## config.mk

```make
export PLATFORM = sky130hd
export DESIGN_NAME = forward_hazard_unit
export DESIGN_NICKNAME = d
export VERILOG_FILES = /design/src/rtl/forward_hazard_unit_pkg.sv /design/src/rtl/forward_hazard_unit_fwd_select.sv /design/src/rtl/forward_hazard_unit.sv
export SDC_FILE = /design/constraint.sdc
export NUM_CORES = 1
export LEC_CHECK = 0
export ABC_AREA = 1
export CORE_ASPECT_RATIO = 1.5
export CORE_MARGIN = 2
export CORE_UTILIZATION = 30
export DETAILED_ROUTE_END_ITERATION = 12
export PLACE_DENSITY_LB_ADDON = 0.05
export SYNTH_ARGS = -nofsm -noshare
export SYNTH_HDL_FRONTEND = slang
export SYNTH_HIERARCHICAL = 1
export SYNTH_SLANG_ARGS = --single-unit
```

## constraint.sdc

```tcl
create_clock -name Clk -period 1.4 [get_ports Clk]
set_input_delay 0.35 -clock Clk [delete_from_list [all_inputs] [get_ports Clk]]
set_output_delay 0.35 -clock Clk [all_outputs]
set_load 0.05 [all_outputs]
```

## src/rtl/forward_hazard_unit_pkg.sv

```systemverilog
// Shared pipeline definitions for the EX-stage forwarding and load-use hazard logic.
package forward_hazard_unit_pkg;

    localparam int REG_W_DEF = 5;

    localparam logic [1:0] FWD_REGFILE = 2'b00;
    localparam logic [1:0] FWD_WB      = 2'b01;
    localparam logic [1:0] FWD_MEM     = 2'b10;

    typedef enum logic {
        ST_RUN     = 1'b0,
        ST_LDSTALL = 1'b1
    } state_t;

endpackage

```

## src/rtl/forward_hazard_unit_fwd_select.sv

```systemverilog
// Mux31 select for one EX operand: the younger EX/MEM producer beats MEM/WB, $0 never forwards.
module fwd_select
    import forward_hazard_unit_pkg::*;
#(
    parameter int REG_W = REG_W_DEF
) (
    input  logic [REG_W-1:0] i_src,
    input  logic [REG_W-1:0] i_exmem_dest,
    input  logic             i_exmem_regwrite,
    input  logic [REG_W-1:0] i_memwb_dest,
    input  logic             i_memwb_regwrite,
    output logic [1:0]       o_sel
);

    logic w_hit_mem;
    logic w_hit_wb;

    assign w_hit_mem = i_exmem_regwrite && (i_exmem_dest != '0) && (i_exmem_dest == i_src);
    assign w_hit_wb  = i_memwb_regwrite && (i_memwb_dest != '0) && (i_memwb_dest == i_src);

    always_comb begin
        o_sel = FWD_REGFILE;
        if (w_hit_mem)
            o_sel = FWD_MEM;
        else if (w_hit_wb)
            o_sel = FWD_WB;
    end

endmodule

```

## src/rtl/forward_hazard_unit.sv

```systemverilog
// Forwarding-select and load-use stall control for the 5-stage core, driven from a
// private shadow of the ID/EX, EX/MEM and MEM/WB destination information.
module forward_hazard_unit
    import forward_hazard_unit_pkg::*;
#(
    parameter int REG_W = REG_W_DEF
) (
    input  logic             Clk,
    input  logic             Rst_n,
    input  logic [REG_W-1:0] IdRs,
    input  logic [REG_W-1:0] IdRt,
    input  logic             IdUsesRt,
    input  logic [REG_W-1:0] IdDest,
    input  logic             IdRegWrite,
    input  logic             IdMemRead,
    input  logic             Hold,
    input  logic             ExFlush,
    output logic [1:0]       ForwardA,
    output logic [1:0]       ForwardB,
    output logic             Stall,
    output logic             Bubble
);

    logic [REG_W-1:0] r_idex_rs;
    logic [REG_W-1:0] r_idex_rt;
    logic [REG_W-1:0] r_idex_dest;
    logic             r_idex_regwrite;
    logic             r_idex_memread;
    logic [REG_W-1:0] r_exmem_dest;
    logic             r_exmem_regwrite;
    logic [REG_W-1:0] r_memwb_dest;
    logic             r_memwb_regwrite;

    state_t r_state;
    state_t w_state_nxt;
    logic   w_hazard;

    always_ff @(posedge Clk or negedge Rst_n) begin
        if (!Rst_n) begin
            r_idex_rs        <= '0;
            r_idex_rt        <= '0;
            r_idex_dest      <= '0;
            r_idex_regwrite  <= 1'b0;
            r_idex_memread   <= 1'b0;
            r_exmem_dest     <= '0;
            r_exmem_regwrite <= 1'b0;
            r_memwb_dest     <= '0;
            r_memwb_regwrite <= 1'b0;
        end else if (!Hold) begin
            if (Bubble) begin
                r_idex_rs       <= '0;
                r_idex_rt       <= '0;
                r_idex_dest     <= '0;
                r_idex_regwrite <= 1'b0;
                r_idex_memread  <= 1'b0;
            end else begin
                r_idex_rs       <= IdRs;
                r_idex_rt       <= IdRt;
                r_idex_dest     <= IdDest;
                r_idex_regwrite <= IdRegWrite;
                r_idex_memread  <= IdMemRead;
            end
            r_exmem_dest     <= r_idex_dest;
            r_exmem_regwrite <= r_idex_regwrite;
            r_memwb_dest     <= r_exmem_dest;
            r_memwb_regwrite <= r_exmem_regwrite;
        end
    end

    fwd_select #(.REG_W(REG_W)) u_fwd_a (
        .i_src            (r_idex_rs),
        .i_exmem_dest     (r_exmem_dest),
        .i_exmem_regwrite (r_exmem_regwrite),
        .i_memwb_dest     (r_memwb_dest),
        .i_memwb_regwrite (r_memwb_regwrite),
        .o_sel            (ForwardA)
    );

    fwd_select #(.REG_W(REG_W)) u_fwd_b (
        .i_src            (r_idex_rt),
        .i_exmem_dest     (r_exmem_dest),
        .i_exmem_regwrite (r_exmem_regwrite),
        .i_memwb_dest     (r_memwb_dest),
        .i_memwb_regwrite (r_memwb_regwrite),
        .o_sel            (ForwardB)
    );

    // Only a load still in ID/EX is too late to forward from; everything else is covered above.
    assign w_hazard = r_idex_memread && r_idex_regwrite && (r_idex_dest != '0) &&
                      ((r_idex_dest == IdRs) || (IdUsesRt && (r_idex_dest == IdRt)));

    always_ff @(posedge Clk or negedge Rst_n) begin
        if (!Rst_n)
            r_state <= ST_RUN;
        else
            r_state <= w_state_nxt;
    end

    always_comb begin
        w_state_nxt = r_state;
        Stall       = 1'b0;
        Bubble      = 1'b0;
        if (Hold) begin
            w_state_nxt = r_state;
        end else if (ExFlush) begin
            Bubble      = 1'b1;
            w_state_nxt = ST_RUN;
        end else begin
            case (r_state)
                ST_RUN: begin
                    if (w_hazard) begin
                        Stall       = 1'b1;
                        Bubble      = 1'b1;
                        w_state_nxt = ST_LDSTALL;
                    end
                end
                ST_LDSTALL: w_state_nxt = ST_RUN;
                default:    w_state_nxt = ST_RUN;
            endcase
        end
    end

endmodule

```

==> results of run 1 <==
## final timing paths
check                                      startpoint                          to  slack [ps]
max in group asynchronous                       Rst_n    r_idex_rs[3]$_DFFE_PN0N_         790
min in group asynchronous                       Rst_n         r_state$_DFFE_PN0N_         430
min                                           IdRt[3]    r_idex_rt[3]$_DFFE_PN0N_         390
max                        r_idex_dest[1]$_DFFE_PN0N_                      Bubble        -490
min reg2reg                r_idex_memread$_DFFE_PN0N_  r_idex_memread$_DFFE_PN0N_         470
max reg2reg                r_idex_dest[3]$_DFFE_PN0N_    r_idex_rs[3]$_DFFE_PN0N_         -50
## final cells by class
type / instances / share of cell area, %
repair buffers: 71 / 23.83
inverters: 43 / 5.746
well taps: 74 / 3.296
clock buffers: 7 / 3.074
clock inverters: 1 / 0.1782
flip-flops and latches: 30 / 27.08
multi-input cells: 192 / 36.79
## sequential cells by signal (all words and copies together), names as in the netlist
name,count
r_idex_regwrite,1
r_idex_dest,5
r_memwb_regwrite,1
r_state,1
r_exmem_regwrite,1
r_memwb_dest,5
r_idex_rt,5
r_exmem_dest,5
r_idex_rs,5
r_idex_memread,1
## repair_timing
| action | in CTS | in global routing |
|---|---|---|
| hold buffers | 0 | 0 |
| setup endpoints to repair | 24 | 24 |
| cloned | 0 | 0 |
| buffers inserted | 1 | 7 |
| resized for setup | 26 | 34 |
| pin swaps | 14 | 23 |
## power groups by stage
stage | Sequential, W | Combinational, W | Clock, W
after floorplan | 0.00103 | 0.000367 | 0
after global placement | 0.00106 | 0.000672 | 0
after detailed placement | 0.00106 | 0.000677 | 0
after CTS | 0.00104 | 0.000711 | 0.000755
after global routing | 0.00107 | 0.000870 | 0.000805
final | 0.00105 | 0.000777 | 0.000726
## critical path, stage by stage, from the launching register on
cell                      delay (ps)
sky130_fd_sc_hd__dfrtp_1         400
sky130_fd_sc_hd__inv_2            70
sky130_fd_sc_hd__nand2_1          60
sky130_fd_sc_hd__nand2_1          60
sky130_fd_sc_hd__nor2_2          120
sky130_fd_sc_hd__nand3_1         100
sky130_fd_sc_hd__nand2_2          80
sky130_fd_sc_hd__nand2_4          70
sky130_fd_sc_hd__a21oi_4         140
sky130_fd_sc_hd__buf_12          150
## cells in the final DEF, fill, tap and decap left out, drive strengths merged
master	instances
xnor2	1
nand2	109
clkinv	1
a21oi	4
a21boi	2
o21ai	13
mux2	5
dlygate4sd2	8
nand3	27
clkdlybuf4s50	12
xor2	2
nor2	27
buf	50
dlymetal6s2s	1
dfrtp	30
inv	43
nand4	2
clkbuf	7
## through the flow
stage / hold slack, ps / setup slack (ps) / total power, W / area [um2] / setup TNS, ps
2_1_floorplan: 54.41 / -212.0 / 0.001396 / 1888 / -488.4
3_3_place_gp: 462.4 / -741.0 / 0.001728 / 2531 / -13300
3_5_place_dp: 462.9 / -752.9 / 0.001733 / 2531 / -13760
4_1_cts: 430.0 / -597.3 / 0.002507 / 2669 / -3879
5_1_grt: 418.1 / -603.2 / 0.002740 / 2809 / -5955
6_report: 390.7 / -491.3 / 0.002551 / 2809 / -2897
## cells by family after synthesis
kind of cell           after synthesis  synth area share [%]
multiplexers                         5                 3.030
AO/OA/AOI/OAI                       19                 6.195
AND/OR/NAND/NOR                    165                 36.90
XOR/XNOR                             3                 1.414
buffers and inverters               52                 12.05
flip-flops                          30                 40.40
## routing by layer
| layer | vias up | wire, um |
|---|---|---|
| li1 | 969 | - |
| met1 | 797 | 1891 |
| met2 | 22 | 2885 |
| met3 | 5 | 104 |
| met4 | 0 | 78 |
| met5 | - | 0 |
==> reports/summary.json, run 1 <==
{
  "synth-seq-area-share": {"value": 40.40, "unit": "%"},
  "violations": {"value": "setup timing"},
  "placementRows": {"value": 35},
  "cts.sink_count": {"value": 30},
  "h-tree-depth": {"value": 2},
  "route.final.wire_length": {"value": 4959, "unit": "um"},
  "avgRoutedWirePerCell": {"value": 11.86, "unit": "um"},
  "drt_first_iter_violations": {"value": 40},
  "synth_area": {"value": 1858, "unit": "um2"},
  "globalRouteOverflowTotal": {"value": 0},
  "worst_ep_arrival_time": {"value": 1540, "unit": "ps"},
  "met1_usage": {"value": 18.07, "unit": "%"},
  "synth.most_common_cell": {"value": "sky130_fd_sc_hd__nand2_1"},
  "power_share_of_the_combinational_group": {"value": 30.4, "unit": "%"},
  "die_height": {"value": 100.4, "unit": "um"},
  "fmax": {"value": 528.7, "unit": "MHz"},
  "syn-mean-instance-area": {"value": 6.781, "unit": "um2"},
  "r2r_cells": {"value": 9},
  "critPathLaunchType": {"value": "flip-flop"},
  "power.density_cell_area": {"value": 908.2, "unit": "nW/um2"},
  "vdd_ir_drop_max": {"value": 0.6337, "unit": "mV"},
  "final_util": {"value": 46.15, "unit": "%"},
  "io_buffer_count": {"value": 27},
  "fraction_of_final_layout_cells_sized_beyond_drive_strength_1": {"value": 36.63, "unit": "%"},
  "number_of_buffers_created_by_cts": {"value": 5},
  "ys_ff_latch": {"value": 30},
  "min_delay_path_depth": {"value": 3},
  "switchingPower": {"value": 0.0008229, "unit": "W"},
  "synth.top_cells.by_count": {"value": "sky130_fd_sc_hd__nand2_1, sky130_fd_sc_hd__inv_1, sky130_fd_sc_hd__dfrtp_1"},
  "detail_route.vias_per_cell": {"value": 4.289},
  "busiest_layer": {"value": "met2"},
  "initial_cell_density_of_the_core": {"value": 30.52, "unit": "%"},
  "area_growth_syn_to_layout": {"value": 51.18, "unit": "%"},
  "endpoint_kind": {"value": "output port"},
  "place_hpwl": {"value": 3831, "unit": "um"},
  "yosys.area.top_type": {"value": "sky130_fd_sc_hd__dfrtp_1"},
  "power.share.clock": {"value": 28.4, "unit": "%"},
  "gr-usage-met2": {"value": 31.44, "unit": "%"},
  "layoutNonFillerInstCount": {"value": 418},
  "design.portCount": {"value": 28},
  "synthesis.instances": {"value": 274},
  "seq_area": {"value": 760.7, "unit": "um2"},
  "clock_tree.buffer_depth": {"value": 2},
  "antenna_found_initial": {"value": 0},
  "critical_path_peak_fanout": {"value": 4},
  "clock_tree_from_tritoncts": {"value": "yes"},
  "fin_ws": {"value": -491.3, "unit": "ps"},
  "setup_viol": {"value": 17},
  "worstSkewPairLatency": {"value": 280, "unit": "ps"},
  "drv_slew": {"value": 0},
  "status": {"value": "finished, violations left"},
  "multiInputGateArea": {"value": 1033, "unit": "um2"},
  "largest_net_degree_at_the_start_of_global_routing": {"value": 31},
  "finalCritPeriodShare": {"value": 135.1, "unit": "%"},
  "synth-warning-count": {"value": 6},
  "synth_edf_count": {"value": 0},
  "finalHoldViolations": {"value": 0},
  "final_estimated_routing_congestion_in_global_placement": {"value": 0.7937},
  "layout_fillers": {"value": 656},
  "diodes": {"value": 0},
  "grt_pass1_wl": {"value": 8445, "unit": "um"},
  "grt_setup_unrepaired": {"value": "yes"},
  "worstSetupPathType": {"value": "flip-flop to output port"},
  "seq_power_share": {"value": 41.1, "unit": "%"},
  "final_nets": {"value": 365},
  "track_usage": {"value": 16.86, "unit": "%"},
  "via_count": {"value": 1793},
  "finalWorstPathRequiredPeriod": {"value": 1891, "unit": "ps"},
  "power_leakage": {"value": 1.450, "unit": "nW"},
  "drtAntennaViolNets": {"value": 0},
  "switching_part_of_the_total": {"value": 32.26, "unit": "%"},
  "first_global_vias": {"value": 1828},
  "placeableCoreArea": {"value": 6087, "unit": "um2"},
  "cellInternalPower": {"value": 0.001728, "unit": "W"},
  "place.detailed.instances": {"value": 402},
  "drt_first_pass_iters": {"value": 4},
  "drv.max_cap_violation_count": {"value": 0},
  "clk_transition_reported_paths": {"value": 70, "unit": "ps"},
  "root_buffer": {"value": "sky130_fd_sc_hd__clkbuf_8"},
  "synth.net_count": {"value": 296},
  "fp.dieW": {"value": 68.26, "unit": "um"},
  "yosys.cell_types.count": {"value": 22},
  "synth_ff_type": {"value": "sky130_fd_sc_hd__dfrtp_1"},
  "worst-slew-pin-transition": {"value": 259.8, "unit": "ps"},
  "timing.clock.skew": {"value": 4.366, "unit": "ps"},
  "yosysTopAreaCellShare": {"value": 40.40, "unit": "%"},
  "drc": {"value": 0},
  "use_met3": {"value": 2.915, "unit": "%"},
  "worst_slew_margin_rel": {"value": 82.62, "unit": "%"},
  "critical_path_required": {"value": 1050, "unit": "ps"},
  "synth_async_sr_flop_share": {"value": 100.0, "unit": "%"},
  "post_synth_main_area_contributors": {"value": "sky130_fd_sc_hd__dfrtp_1, sky130_fd_sc_hd__nand2_1, sky130_fd_sc_hd__inv_1, sky130_fd_sc_hd__nand3_1, sky130_fd_sc_hd__nor2_1"},
  "dieArea": {"value": 6852, "unit": "um2"},
  "timing.hold.worst.class": {"value": "input pin to flip-flop"}
}
(Power assumes the default switching activity.)
==> inputs of run 2 (changes only) <==
--- a/config.mk
+++ b/config.mk
@@ -13,5 +13,4 @@
 export PLACE_DENSITY_LB_ADDON = 0.05
 export SYNTH_ARGS = -nofsm -noshare
 export SYNTH_HDL_FRONTEND = slang
-export SYNTH_HIERARCHICAL = 1
 export SYNTH_SLANG_ARGS = --single-unit
==> reports/summary.json, run 2 <==
{
  "critPathLaunchType": {"value": "flip-flop"},
  "drt_first_iter_violations": {"value": 47, "change": "+18%"},
  "diodes": {"value": 0, "change": "unchanged"},
  "critical_path.slowest_cell": {"value": "sky130_fd_sc_hd__dfrtp_1"},
  "setup.reg_to_reg.worst_slack": {"value": -70, "unit": "ps", "change": "-20 ps"},
  "post_synth_main_area_contributors": {"value": "sky130_fd_sc_hd__dfrtp_1, sky130_fd_sc_hd__nand2_1, sky130_fd_sc_hd__a21oi_1, sky130_fd_sc_hd__xnor2_1, sky130_fd_sc_hd__mux2i_1"},
  "grt_pass1_wl": {"value": 7845, "unit": "um", "change": "-7.1%"},
  "final_estimated_routing_congestion_in_global_placement": {"value": 0.8049, "change": "+1.4%"},
  "first_global_vias": {"value": 1643, "change": "-10%"},
  "synth_area": {"value": 1702, "unit": "um2", "change": "-8.4%"},
  "clock_tree.buffer_depth": {"value": 2, "change": "unchanged"},
  "timing.clock.skew": {"value": 8.755, "unit": "ps", "change": "+4.390 ps"},
  "drt_first_pass_iters": {"value": 4, "change": "unchanged"},
  "detail_route.vias_per_cell": {"value": 4.489, "change": "+4.6%"},
  "yosysTopAreaCellShare": {"value": 44.12, "unit": "%", "change": "+3.7 points"},
  "design.portCount": {"value": 28, "change": "unchanged"},
  "mostFrequentLayoutCells": {"value": "sky130_fd_sc_hd__nand2_1, sky130_fd_sc_hd__buf_4, sky130_fd_sc_hd__dfrtp_1"},
  "synth.most_common_cell": {"value": "sky130_fd_sc_hd__nand2_1"},
  "h-tree-depth": {"value": 2, "change": "unchanged"},
  "fmax": {"value": 512.7, "unit": "MHz", "change": "-3.0%"},
  "placeableCoreArea": {"value": 5492, "unit": "um2", "change": "-9.8%"},
  "final_nets": {"value": 309, "change": "-15%"},
  "cp_cell_sequence": {"value": "inv_2 -> nand2_1 -> nand2_1 -> nor2_2 -> nand3_1 -> nand2_2 -> nand2_4 -> a21oi_4 -> buf_12"},
  "topRoutingLayerUsed": {"value": "met4"},
  "synthesis.instances": {"value": 213, "change": "-22%"},
  "dominant_cell_type_by_count_on_the_critical_path": {"value": "sky130_fd_sc_hd__nand2_1"},
  "worst_slew_margin_rel": {"value": 80.08, "unit": "%", "change": "-2.5 points"},
  "antenna_found_initial": {"value": 0, "change": "unchanged"},
  "synth.net_count": {"value": 235, "change": "-21%"},
  "avgRoutedWirePerCell": {"value": 12.86, "unit": "um", "change": "+8.4%"},
  "area_growth_syn_to_layout": {"value": 64.26, "unit": "%"},
  "synth.top_cells.by_count": {"value": "sky130_fd_sc_hd__nand2_1, sky130_fd_sc_hd__dfrtp_1, sky130_fd_sc_hd__a21oi_1"},
  "wl_met1": {"value": 1900, "unit": "um", "change": "+0.48%"},
  "route.final.wire_length": {"value": 4603, "unit": "um", "change": "-7.2%"},
  "cpPeakStageDelay": {"value": 410, "unit": "ps", "change": "about the same"},
  "timing.hold.worst.class": {"value": "input pin to async pin"},
  "ys_ff_latch": {"value": 30, "change": "unchanged"},
  "yosys.cell_types.count": {"value": 22, "change": "unchanged"},
  "fraction_of_final_layout_cells_sized_beyond_drive_strength_1": {"value": 40.28, "unit": "%", "change": "+3.6 points"},
  "layout_fillers": {"value": 527, "change": "-20%"},
  "synth-warning-count": {"value": 0, "change": "-6"},
  "ctsHoldBuffers": {"value": 0, "change": "unchanged"},
  "violations": {"value": "setup timing"},
  "vdd_ir_drop_max": {"value": 0.6391, "unit": "mV", "change": "+0.84%"},
  "track_usage": {"value": 16.99, "unit": "%", "change": "+0.13 points"},
  "drtAntennaViolNets": {"value": 0, "change": "unchanged"},
  "io_buffer_count": {"value": 27, "change": "unchanged"},
  "clk_transition_reported_paths": {"value": 70, "unit": "ps", "change": "about the same"},
  "die_height": {"value": 96.24, "unit": "um", "change": "-4.1%"},
  "worst_ep_arrival_time": {"value": 1600, "unit": "ps", "change": "+60 ps"},
  "drc": {"value": 0, "change": "unchanged"},
  "critical_path_required": {"value": 1050, "unit": "ps", "change": "about the same"},
  "setup_viol": {"value": 23, "change": "+6"},
  "largest_net_degree_at_the_start_of_global_routing": {"value": 49, "change": "+58%"},
  "critical_path_peak_fanout": {"value": 4, "change": "unchanged"},
  "place_hpwl": {"value": 3094, "unit": "um", "change": "-19%"},
  "endpoint_kind": {"value": "output port"},
  "synth_ff_type": {"value": "sky130_fd_sc_hd__dfrtp_1"},
  "r2r_cells": {"value": 10, "change": "+1"},
  "worstSetupPathType": {"value": "flip-flop to output port"},
  "critical_path.reg2reg.endpoint": {"value": "r_idex_rs[4]$_DFFE_PN0N_"},
  "placementRows": {"value": 33, "change": "-5.7%"},
  "status": {"value": "finished, violations left"},
  "clock_tree_from_tritoncts": {"value": "yes"},
  "synth_async_sr_flop_share": {"value": 100.0, "unit": "%", "change": "unchanged"},
  "worstSkewPairLatency": {"value": 290, "unit": "ps", "change": "about the same"},
  "worst-slew-pin-transition": {"value": 298.7, "unit": "ps", "change": "+38.92 ps"},
  "grt_setup_unrepaired": {"value": "yes"},
  "final_util": {"value": 50.90, "unit": "%", "change": "+4.8 points"},
  "syn-mean-instance-area": {"value": 7.989, "unit": "um2", "change": "+18%"},
  "power_leakage": {"value": 1.343, "unit": "nW", "change": "-7.3%"},
  "finalWorstPathRequiredPeriod": {"value": 1950, "unit": "ps", "change": "+59.16 ps"},
  "synth-seq-area-share": {"value": 44.12, "unit": "%", "change": "+3.7 points"},
  "rr_startpoint": {"value": "r_idex_dest[0]$_DFFE_PN0N_"},
  "fp.dieW": {"value": 65.50, "unit": "um", "change": "-4.0%"},
  "synth_edf_count": {"value": 0, "change": "unchanged"},
  "globalRouteOverflowTotal": {"value": 0, "change": "unchanged"},
  "drv.max_cap_violation_count": {"value": 0, "change": "unchanged"},
  "initial_cell_density_of_the_core": {"value": 30.99, "unit": "%", "change": "+0.46 points"},
  "finalHoldViolations": {"value": 0, "change": "unchanged"},
  "detailroute.wirelength.met2": {"value": 2438, "unit": "um", "change": "-15%"},
  "power.total": {"value": 0.002567, "unit": "W", "change": "+0.61%"},
  "via_count": {"value": 1607, "change": "-10%"},
  "root_buffer": {"value": "sky130_fd_sc_hd__clkbuf_8"},
  "wl_met3": {"value": 124, "unit": "um", "change": "+19%"},
  "fin_ws": {"value": -550.5, "unit": "ps", "change": "-59.16 ps"},
  "cts.sink_count": {"value": 30, "change": "unchanged"},
  "drv_slew": {"value": 0, "change": "unchanged"},
  "dieArea": {"value": 6303, "unit": "um2", "change": "-8.0%"},
  "yosys.area.top_type": {"value": "sky130_fd_sc_hd__dfrtp_1"},
  "power.density_cell_area": {"value": 918.3, "unit": "nW/um2", "change": "+1.1%"},
  "finalCritPeriodShare": {"value": 139.3, "unit": "%", "change": "+4.2 points"},
  "number_of_buffers_created_by_cts": {"value": 5, "change": "unchanged"}
}
run 2: cell types whose count changed in the layout (fill, tap and decap cells not counted), sizes merged, moves of 2 or more:
cell / change
nand2: -62
a21boi: -2
xnor2: +11
mux2i: +9
buf: +5
nor2: -7
nor3: +2
xor2: +7
a21oi: +22
inv: -19
nand3: -21
nor4: +2
mux2: -5
run 2: routing by layer:
| layer | up-vias | track usage, % |
|---|---|---|
| li1 | 834 | - |
| met1 | 726 | 18.82 |
| met2 | 37 | 30.87 |
| met3 | 10 | 2.924 |
| met4 | 0 | 8.507 |
| met5 | - | 0 |
run 2: worst max path at each step:
| stage | from | endpoint | depth (start not counted) |
|---|---|---|---|
| finish | r_idex_dest[0]$_DFFE_PN0N_ | Bubble | 9 |
| global route | r_idex_rt[2]$_DFFE_PN0N_ | ForwardB[0] | 7 |
| CTS | r_idex_dest[1]$_DFFE_PN0N_ | Bubble | 9 |
| detailed placement | IdRs[1] | Bubble | 10 |
| global placement | IdRs[0] | Bubble | 10 |
| floorplan | r_idex_rt[4]$_DFFE_PN0N_ | ForwardB[1] | 3 |
run 2: layout make-up:
| class | instances | area (um2) | area share, % |
|---|---|---|---|
| clock buffers | 7 | 86.33 | 3.089 |
| clock inverters | 1 | 5.005 | 0.1791 |
| inverters | 24 | 90.09 | 3.223 |
| multi-input cells | 151 | 1042 | 37.29 |
| flip-flops and latches | 30 | 758.2 | 27.13 |
| well taps | 70 | 87.58 | 3.133 |
| repair buffers | 75 | 725.7 | 25.96 |
run 2: what timing repair did:
item,4_1_cts,5_1_grt
endpoints found under the setup margin,24,25
pin swaps,19,9
cloned,2,0
gates resized for setup,42,26
buffers inserted,16,5
hold endpoints to repair,0,0
run 2: worst max-delay path, delay by kind of cell (launching register included):
family,cells,cell delay (ps)
DFF,1,410
buffers and inverters,2,220
and+or+nand+nor,6,540
AOI/OAI and AO/OA,1,150
run 2: kinds of logic (layout without fill, tap and decap cells):
| logic type | count (synthesis) | in the layout | share of synthesized area, % |
|---|---|---|---|
| muxes | 9 | 9 | 5.294 |
| DFF | 30 | 30 | 44.12 |
| and+or+nand+nor | 78 | 80 | 19.12 |
| xor gates and xnor gates | 21 | 21 | 10.81 |
| AOI/OAI and AO/OA | 41 | 41 | 12.13 |
| buffers and inverters | 34 | 107 | 8.529 |
run 2: through the flow:
step                      TNS, ps  hold WS, ps  cell area (um2)  instances  setup WS, ps
after floorplan            -750.0        54.41             1748        213        -171.1
after global placement     -13570        476.9             2396        337        -708.2
after detailed placement   -13310        490.2             2396        337        -705.7
after CTS                   -6351        440.5             2745        363        -568.0
after global routing        -5461        447.9             2795        358        -626.5
final                       -3804        427.7             2795        358        -550.5
run 2: report_power, final:
group	internal, W	switching [W]	total, W
logic	0.000402	0.000363	0.000765
registers	0.000956	0.000111	0.00107
clock network	0.000396	0.000339	0.000735
total	0.00175	0.000813	0.00257
